**src/rtl/alu_share_arbiter.sv**
```systemverilog
// Round-robin share of one combinational ALU between two requesters, one op in flight (IDLE->EXEC->RESP).
// Latency: accept in cycle N, response valid in N+2; backpressure: RESP holds until owner's rsp_ready_i.
// Optional ARB_FIXED_PRIO_EN: requester 0 always wins contention.
module alu_share_arbiter #(
    parameter int DATA_W = 32,
    parameter int CTRL_W = 4
) (
    input  logic              clk_i,
    input  logic              rst_i,
    input  logic [1:0]        req_valid_i,
    output logic [1:0]        req_ready_o,
    input  logic [DATA_W-1:0] req0_src1_i,
    input  logic [DATA_W-1:0] req0_src2_i,
    input  logic [CTRL_W-1:0] req0_ctrl_i,
    input  logic [DATA_W-1:0] req1_src1_i,
    input  logic [DATA_W-1:0] req1_src2_i,
    input  logic [CTRL_W-1:0] req1_ctrl_i,
    output logic [DATA_W-1:0] alu_src1_o,
    output logic [DATA_W-1:0] alu_src2_o,
    output logic [CTRL_W-1:0] alu_ctrl_o,
    input  logic [DATA_W-1:0] alu_result_i,
    input  logic              alu_zero_i,
    output logic [1:0]        rsp_valid_o,
    input  logic [1:0]        rsp_ready_i,
    output logic [DATA_W-1:0] rsp_result_o,
    output logic              rsp_zero_o,
    output logic              busy_o
);
    typedef enum logic [1:0] {S_IDLE, S_EXEC, S_RESP} state_t;

    state_t              state_q, state_d;
    logic [DATA_W-1:0]   src1_q, src2_q;
    logic [CTRL_W-1:0]   ctrl_q;
    logic                owner_q;
    logic [DATA_W-1:0]   result_q;
    logic                zero_q;
    logic                gnt;
    logic                accept;
`ifndef ARB_FIXED_PRIO_EN
    logic                last_gnt_q;
`endif

    // Single requester always wins; on contention pick by policy.
    always_comb begin
`ifdef ARB_FIXED_PRIO_EN
        gnt = 1'b0;
`else
        gnt = ~last_gnt_q;
`endif
        if (req_valid_i == 2'b01) begin
            gnt = 1'b0;
        end else if (req_valid_i == 2'b10) begin
            gnt = 1'b1;
        end
    end

    always_comb begin
        state_d     = state_q;
        req_ready_o = 2'b00;
        accept      = 1'b0;
        case (state_q)
            S_IDLE: begin
                if (req_valid_i[gnt]) begin
                    req_ready_o[gnt] = 1'b1;
                    accept           = 1'b1;
                    state_d          = S_EXEC;
                end
            end
            S_EXEC: state_d = S_RESP;
            S_RESP: begin
                if (rsp_ready_i[owner_q]) begin
                    state_d = S_IDLE;
                end
            end
            default: state_d = S_IDLE;
        endcase
    end

    always_ff @(posedge clk_i) begin
        if (rst_i) begin
            state_q    <= S_IDLE;
            src1_q     <= '0;
            src2_q     <= '0;
            ctrl_q     <= '0;
            owner_q    <= 1'b0;
            result_q   <= '0;
            zero_q     <= 1'b0;
`ifndef ARB_FIXED_PRIO_EN
            last_gnt_q <= 1'b1;
`endif
        end else begin
            state_q <= state_d;
            if (accept) begin
                src1_q     <= gnt ? req1_src1_i : req0_src1_i;
                src2_q     <= gnt ? req1_src2_i : req0_src2_i;
                ctrl_q     <= gnt ? req1_ctrl_i : req0_ctrl_i;
                owner_q    <= gnt;
`ifndef ARB_FIXED_PRIO_EN
                last_gnt_q <= gnt;
`endif
            end
            if (state_q == S_EXEC) begin
                result_q <= alu_result_i;
                zero_q   <= alu_zero_i;
            end
        end
    end

    // ALU only ever sees the operand registers, so it holds the last op when idle.
    assign alu_src1_o   = src1_q;
    assign alu_src2_o   = src2_q;
    assign alu_ctrl_o   = ctrl_q;
    assign rsp_valid_o  = (state_q == S_RESP) ? (owner_q ? 2'b10 : 2'b01) : 2'b00;
    assign rsp_result_o = result_q;
    assign rsp_zero_o   = zero_q;
    assign busy_o       = (state_q != S_IDLE);
endmodule

```
**config.mk**
```make
export PLATFORM = sky130hd
export DESIGN_NAME = alu_share_arbiter
export DESIGN_NICKNAME = d
export VERILOG_FILES = /design/src/rtl/alu_share_arbiter.sv
export SDC_FILE = /design/constraint.sdc
export NUM_CORES = 1
export LEC_CHECK = 0
export BUFFER_PORTS_ARGS = -buffer_cell sky130_fd_sc_hd__buf_2
export CAP_MARGIN = 0
export CORE_AREA = 2 2 108 110
export DETAILED_ROUTE_END_ITERATION = 8
export DIE_AREA = 0 0 110 112
export HOLD_SLACK_MARGIN = 0.1
export PLACE_DENSITY_LB_ADDON = 0.08
export SETUP_SLACK_MARGIN = 0.02
export SYNTH_ARGS = -nofsm -noshare
export SYNTH_HDL_FRONTEND = slang
export SYNTH_SLANG_ARGS = --single-unit
export TNS_END_PERCENT = 20
```
**constraint.sdc**
```tcl
create_clock -name clk_i -period 1.85 [get_ports clk_i]
set_clock_uncertainty 0.15 [all_clocks]
set_input_delay 0.37 -clock clk_i [delete_from_list [all_inputs] [get_ports clk_i]]
set_output_delay 0.37 -clock clk_i [all_outputs]
set_load 0.01 [all_outputs]
```
Word-level counts from Yosys, hierarchy flattened
Cells that the tools add are included.

word-level totals
  flip-flop bits (word level) = 105
  latch bits = 0
  memory bits (writable) = 0
  bits in read-only memories = 0
  input bits = 175
  output and inout port bits = 106
  word-level logic and storage cells = 42
  memories kept = 0

cells by class
  $add $sub $neg = 0
  multipliers = 0
  divide/modulo/power cells = 0
  $lt $le $gt $ge = 3
  eq/ne operators = 6
  shift-type cells = 0
  multiplexer cells = 20
  bitwise gates (word level) = 1
  reductions and logical operators = 4

operators by type and width
  operator                                                    number
  two-way mux 32 bit                                          2
  two-way mux 2 bit                                           6
  two-way mux 1 bit                                           9
  case mux 2 bit (3 select lines)                             1
  == test 2 x 1 -> 1 bit, second input constant               2
  == test 2 bit, second input constant                        2
  less-than comparator 1 x 2 -> 1 bit, second input constant  2
  two-way mux 4 bit                                           1
  inequality test 2 bit, second input constant                2
  logical NOT 2 bit                                           1
  AND reduction 2 bit                                         1
  nonzero test 2 bit                                          1
  demux 1 bit (select 1 bit)                                  1
  greater-or-equal comparator 1 bit, second input constant    1
  logical AND 1 bit                                           1
  NOT 1 bit                                                   1

Depth between registers and ports, before layout
  word-level depth = 9
  gate-level depth with buffers = 6
  gate-level depth less buffers = 3

Worst setup path after synthesis
No wires, ideal clock.

  kind = reg2out
  start = reg state_q[1]
  end = out req_ready_o[0]
  data arrival time = 1.193 ns
  required time = 1.330 ns
  path slack = 0.137 ns
  stages on the path, launching flop included = 6
  buffers on the path = 3
  cell sequence = dfxtp_1 -> buf_6 -> nor3b_4 -> buf_2 -> buf_4 -> and2_1

on the way
  word-level cells in the longest chain between the ends = 2

RTL lines
  what                    line  text
  from (decl)             31    state_t state_q, state_d;
  from (signal assigned)  92    state_q <= state_d;
  logical NOT 2 bit       61    case (state_q)
  two-way mux 2 bit       61
  to (decl)               11    output logic [1:0] req_ready_o,

No other way between the ends.

Final worst setup path
  start = reg state_q[1]
  end = out req_ready_o[1]

Same word-level chain as after synthesis.

==> flow_metrics.py <==
metrics = {
    "status": {
        "outcome": "complete, no violations",
    },
    "floorplanning": {
        "die_area_sq_um": 12300,
        "std_cell_rows": 39,
        "die_height_microns": 112,
        "initial_utilization_pct": 39.5,
        "io-pin-count": 281,
        "core_area_sq_um": 11200,
        "die_x_microns": 110,
    },
    "placed_design": {
        "place_area_sq_um": 5990,
        "buffer_ports.inserted": 280,
        "globalplace.congestion": 0.857,
        "post-dp-hpwl_mm": 10.7,
        "dpl.cell_count": 939,
    },
    "global_routing": {
        "overall_global_routing_usage_pct": 25.0,
        "grt_start_max_net_pins": 52,
        "grt_antenna_before_repair": 1,
        "grt_pass1_vias": 4978,
        "grt_overflow_total": 0,
        "grt_pass1_wl_mm": 24.6,
    },
    "layout": {
        "area.sequential_sq_um": 2110,
        "area_growth_pct": 44.4,
        "multiInputGateArea_sq_um": 2040,
        "fin_nets": 987,
        "fill_cells": 1079,
        "fin_area_sq_um": 6370,
        "final_util_pct": 57.0,
        "fraction_of_final_layout_cells_with_drive_strength_greater_than_1_pct": 40.5,
        "number_of_standard_cells_in_the_layout_taps_in_and_fillers_out": 961,
    },
    "synthesis": {
        "synthesis.instances": 564,
        "synth_nets": 739,
        "synthDistinctLibCells": 26,
        "synthArstFlopShare_pct": 0,
        "synth_sequential_area_ratio_pct": 47.6,
        "syn_avg_cell_area_sq_um": 7.82,
        "main_synth_ff_type": "sky130_fd_sc_hd__dfxtp_1",
        "synth_enable_flop_cells": 0,
        "synth.ff_latch_count": 105,
        "yosys_warnings": 0,
        "netlist_area_sq_um": 4410,
    },
    "clocking": {
        "cts_root_buf": "sky130_fd_sc_hd__clkbuf_16",
        "ctsLongestPathBuffers": 2,
        "cts.htree.levels": 3,
        "total_clock_sinks": 105,
        "cts_inserted_buffers": 9,
        "clkSlewWorstSetupHoldPaths_ps": 70,
        "tritoncts": "done",
        "clk-insertion-delay-late_ps": 330,
    },
    "job": {
        "drv.max_cap_violation_count": 0,
    },
    "setup_path": {
        "setup.worst_path.start": "state_q[1]",
        "crit-reg2reg-capture": "alu_src2_o[15]",
        "crit_required_ps": 1330,
        "worst_r2r_startpoint": "state_q[1]",
        "reg2reg_slack_ps": 190,
        "worstPathMaxFanout": 5,
        "worstSetupEndpointType": "output pin",
        "setup.worst_path.class": "reg2out",
        "endpoint": "req_ready_o[1]",
        "worst_ep_arrival_ps": 1320,
        "startpoint_type": "flop",
        "worstRegToRegCells": 6,
    },
    "routing": {
        "drc": 0,
        "post_drt_wl_per_cell_microns": 16.5,
        "drt-initial-drc-count": 364,
        "vias": 5266,
        "first_pass_iters": 5,
        "wirelength_mm": 15.8,
        "antenna_left": 0,
        "post_drt_via_cell_ratio": 5.48,
    },
    "timing": {
        "worst_pin_slew_ps": 419,
        "timing.fmax_ghz": 0.544,
        "max_slew_margin_pct": 72.1,
        "period_needed_ps": 1840,
        "final-setup-viol-count": 0,
        "finalHoldViolCount": 0,
        "grt_setup_unrepaired": "yes",
        "slew_violations": 0,
        "tns_ps": 0,
        "fin_crit_sh_pct": 99.3,
    },
    "pwr": {
        "power_after_layout_mw": 5.81,
        "total_leakage_power_nw": 2.86,
        "power.density_nw_per_um2": 912,
        "power.ir.vdd_worst_mv": 0.528,
    },
    "hold_path": {
        "worst_hold_path_type": "in2reg",
    },
}
## Yosys cell counts (2+ instances only)
cell type                  instances  area share, %
sky130_fd_sc_hd__nor3b_1           2           0.34
sky130_fd_sc_hd__buf_2            20            2.3
sky130_fd_sc_hd__a31oi_1          68            9.6
sky130_fd_sc_hd__clkbuf_1         37            3.1
sky130_fd_sc_hd__a21oi_1          34            3.9
sky130_fd_sc_hd__o21ai_0          67            7.6
sky130_fd_sc_hd__and2_1            2           0.28
sky130_fd_sc_hd__dfxtp_1         105             48
sky130_fd_sc_hd__nand3_1         136             15
sky130_fd_sc_hd__nor2_1            2           0.17
sky130_fd_sc_hd__nor2b_1           2           0.28
sky130_fd_sc_hd__nand2_1          67            5.7
sky130_fd_sc_hd__buf_4             2           0.34
sky130_fd_sc_hd__clkbuf_2          7           0.79
sky130_fd_sc_hd__nand2b_1          2           0.28
## layout by cell type (no fill, tap or decap), types with 2 or more instances in the layout
cell type,synthesis,final
sky130_fd_sc_hd__a21oi_1,34,34
sky130_fd_sc_hd__a31oi_1,68,68
sky130_fd_sc_hd__and2_4,0,2
sky130_fd_sc_hd__buf_12,0,11
sky130_fd_sc_hd__buf_2,20,277
sky130_fd_sc_hd__buf_4,2,12
sky130_fd_sc_hd__buf_6,1,4
sky130_fd_sc_hd__clkbuf_16,0,9
sky130_fd_sc_hd__clkinv_2,0,2
sky130_fd_sc_hd__clkinvlp_4,0,2
sky130_fd_sc_hd__dfxtp_1,105,103
sky130_fd_sc_hd__nand2_1,67,66
sky130_fd_sc_hd__nand3_1,136,136
sky130_fd_sc_hd__nor3b_4,1,2
sky130_fd_sc_hd__o21ai_0,67,67
## state kept, by name (all words and copies together), names as in the netlist
| name | flops |
|---|---|
| state_q | 2 |
| last_gnt_q | 1 |
| rsp_zero_o | 1 |
| alu_ctrl_o | 4 |
| alu_src2_o | 32 |
| rsp_result_o | 32 |
| owner_q | 1 |
| alu_src1_o | 32 |
## power by group
part / internal [mW] / total, mW / switching, mW
combinational: 0.583 / 1.33 / 0.752
sequential: 2.46 / 2.56 / 0.0977
clock: 1.08 / 1.92 / 0.835
total: 4.13 / 5.81 / 1.68
## logic make-up (layout without fill, tap and decap cells)
family | after synthesis | in the layout | synth area share [%]
DFF | 105 | 105 | 47.6
AOI/OAI and AO/OA | 172 | 172 | 21.6
buffers and inverters | 67 | 320 | 6.81
other | 0 | 1 | 0
muxes | 1 | 1 | 0.227
and+or+nand+nor | 219 | 219 | 23.7
## worst min path at each step
stage                     slack, ps                to  cells past startpoint             start
after floorplan                 320        last_gnt_q                      1        last_gnt_q
after global placement          290  rsp_result_o[19]                      2  rsp_result_o[19]
after detailed placement        290   rsp_result_o[6]                      2   rsp_result_o[6]
after CTS                       100   rsp_result_o[5]                      3   alu_result_i[5]
after global routing            110  rsp_result_o[30]                      3  alu_result_i[30]
final                           110  rsp_result_o[13]                      3  alu_result_i[13]
## timing repair
action	4_1_cts	5_1_grt
hold buffers	0	0
buffers inserted	1	4
endpoints found under the setup margin	4	7
gates resized for setup	10	2
pin swaps	3	3
## per-layer routing
layer | global-route usage, % | share of wire [%]
met3 | 5.74 | 9.1
met4 | 11.6 | 3.1
met5 | 0 | 0
met1 | 30.4 | 40
met2 | 41.1 | 48
## critical path, stage by stage (launching register included)
cell and delay [ps]:
sky130_fd_sc_hd__dfxtp_2 360, sky130_fd_sc_hd__nor3b_4 250, sky130_fd_sc_hd__buf_6 140, sky130_fd_sc_hd__and2_4 130, sky130_fd_sc_hd__buf_6 100
## cell type report
| class | instances | share of cell area (%) |
|---|---|---|
| sequential | 105 | 33.1 |
| multi-input combinational | 392 | 32.1 |
| timing repair buffer | 304 | 27.3 |
| clock buffer | 11 | 3.81 |
| tap | 143 | 2.81 |
| clock inverter | 5 | 0.864 |
| antenna | 1 | 0.0393 |
## metrics by stage
stage	hold slack (ps)	setup slack, ps
2_1_floorplan	323	137
3_3_place_gp	289	48.0
6_report	113	12.5
5_1_grt	112	-53.7
3_5_place_dp	294	26.3
4_1_cts	101	-40.3
Power figures use the tool's default switching activity.
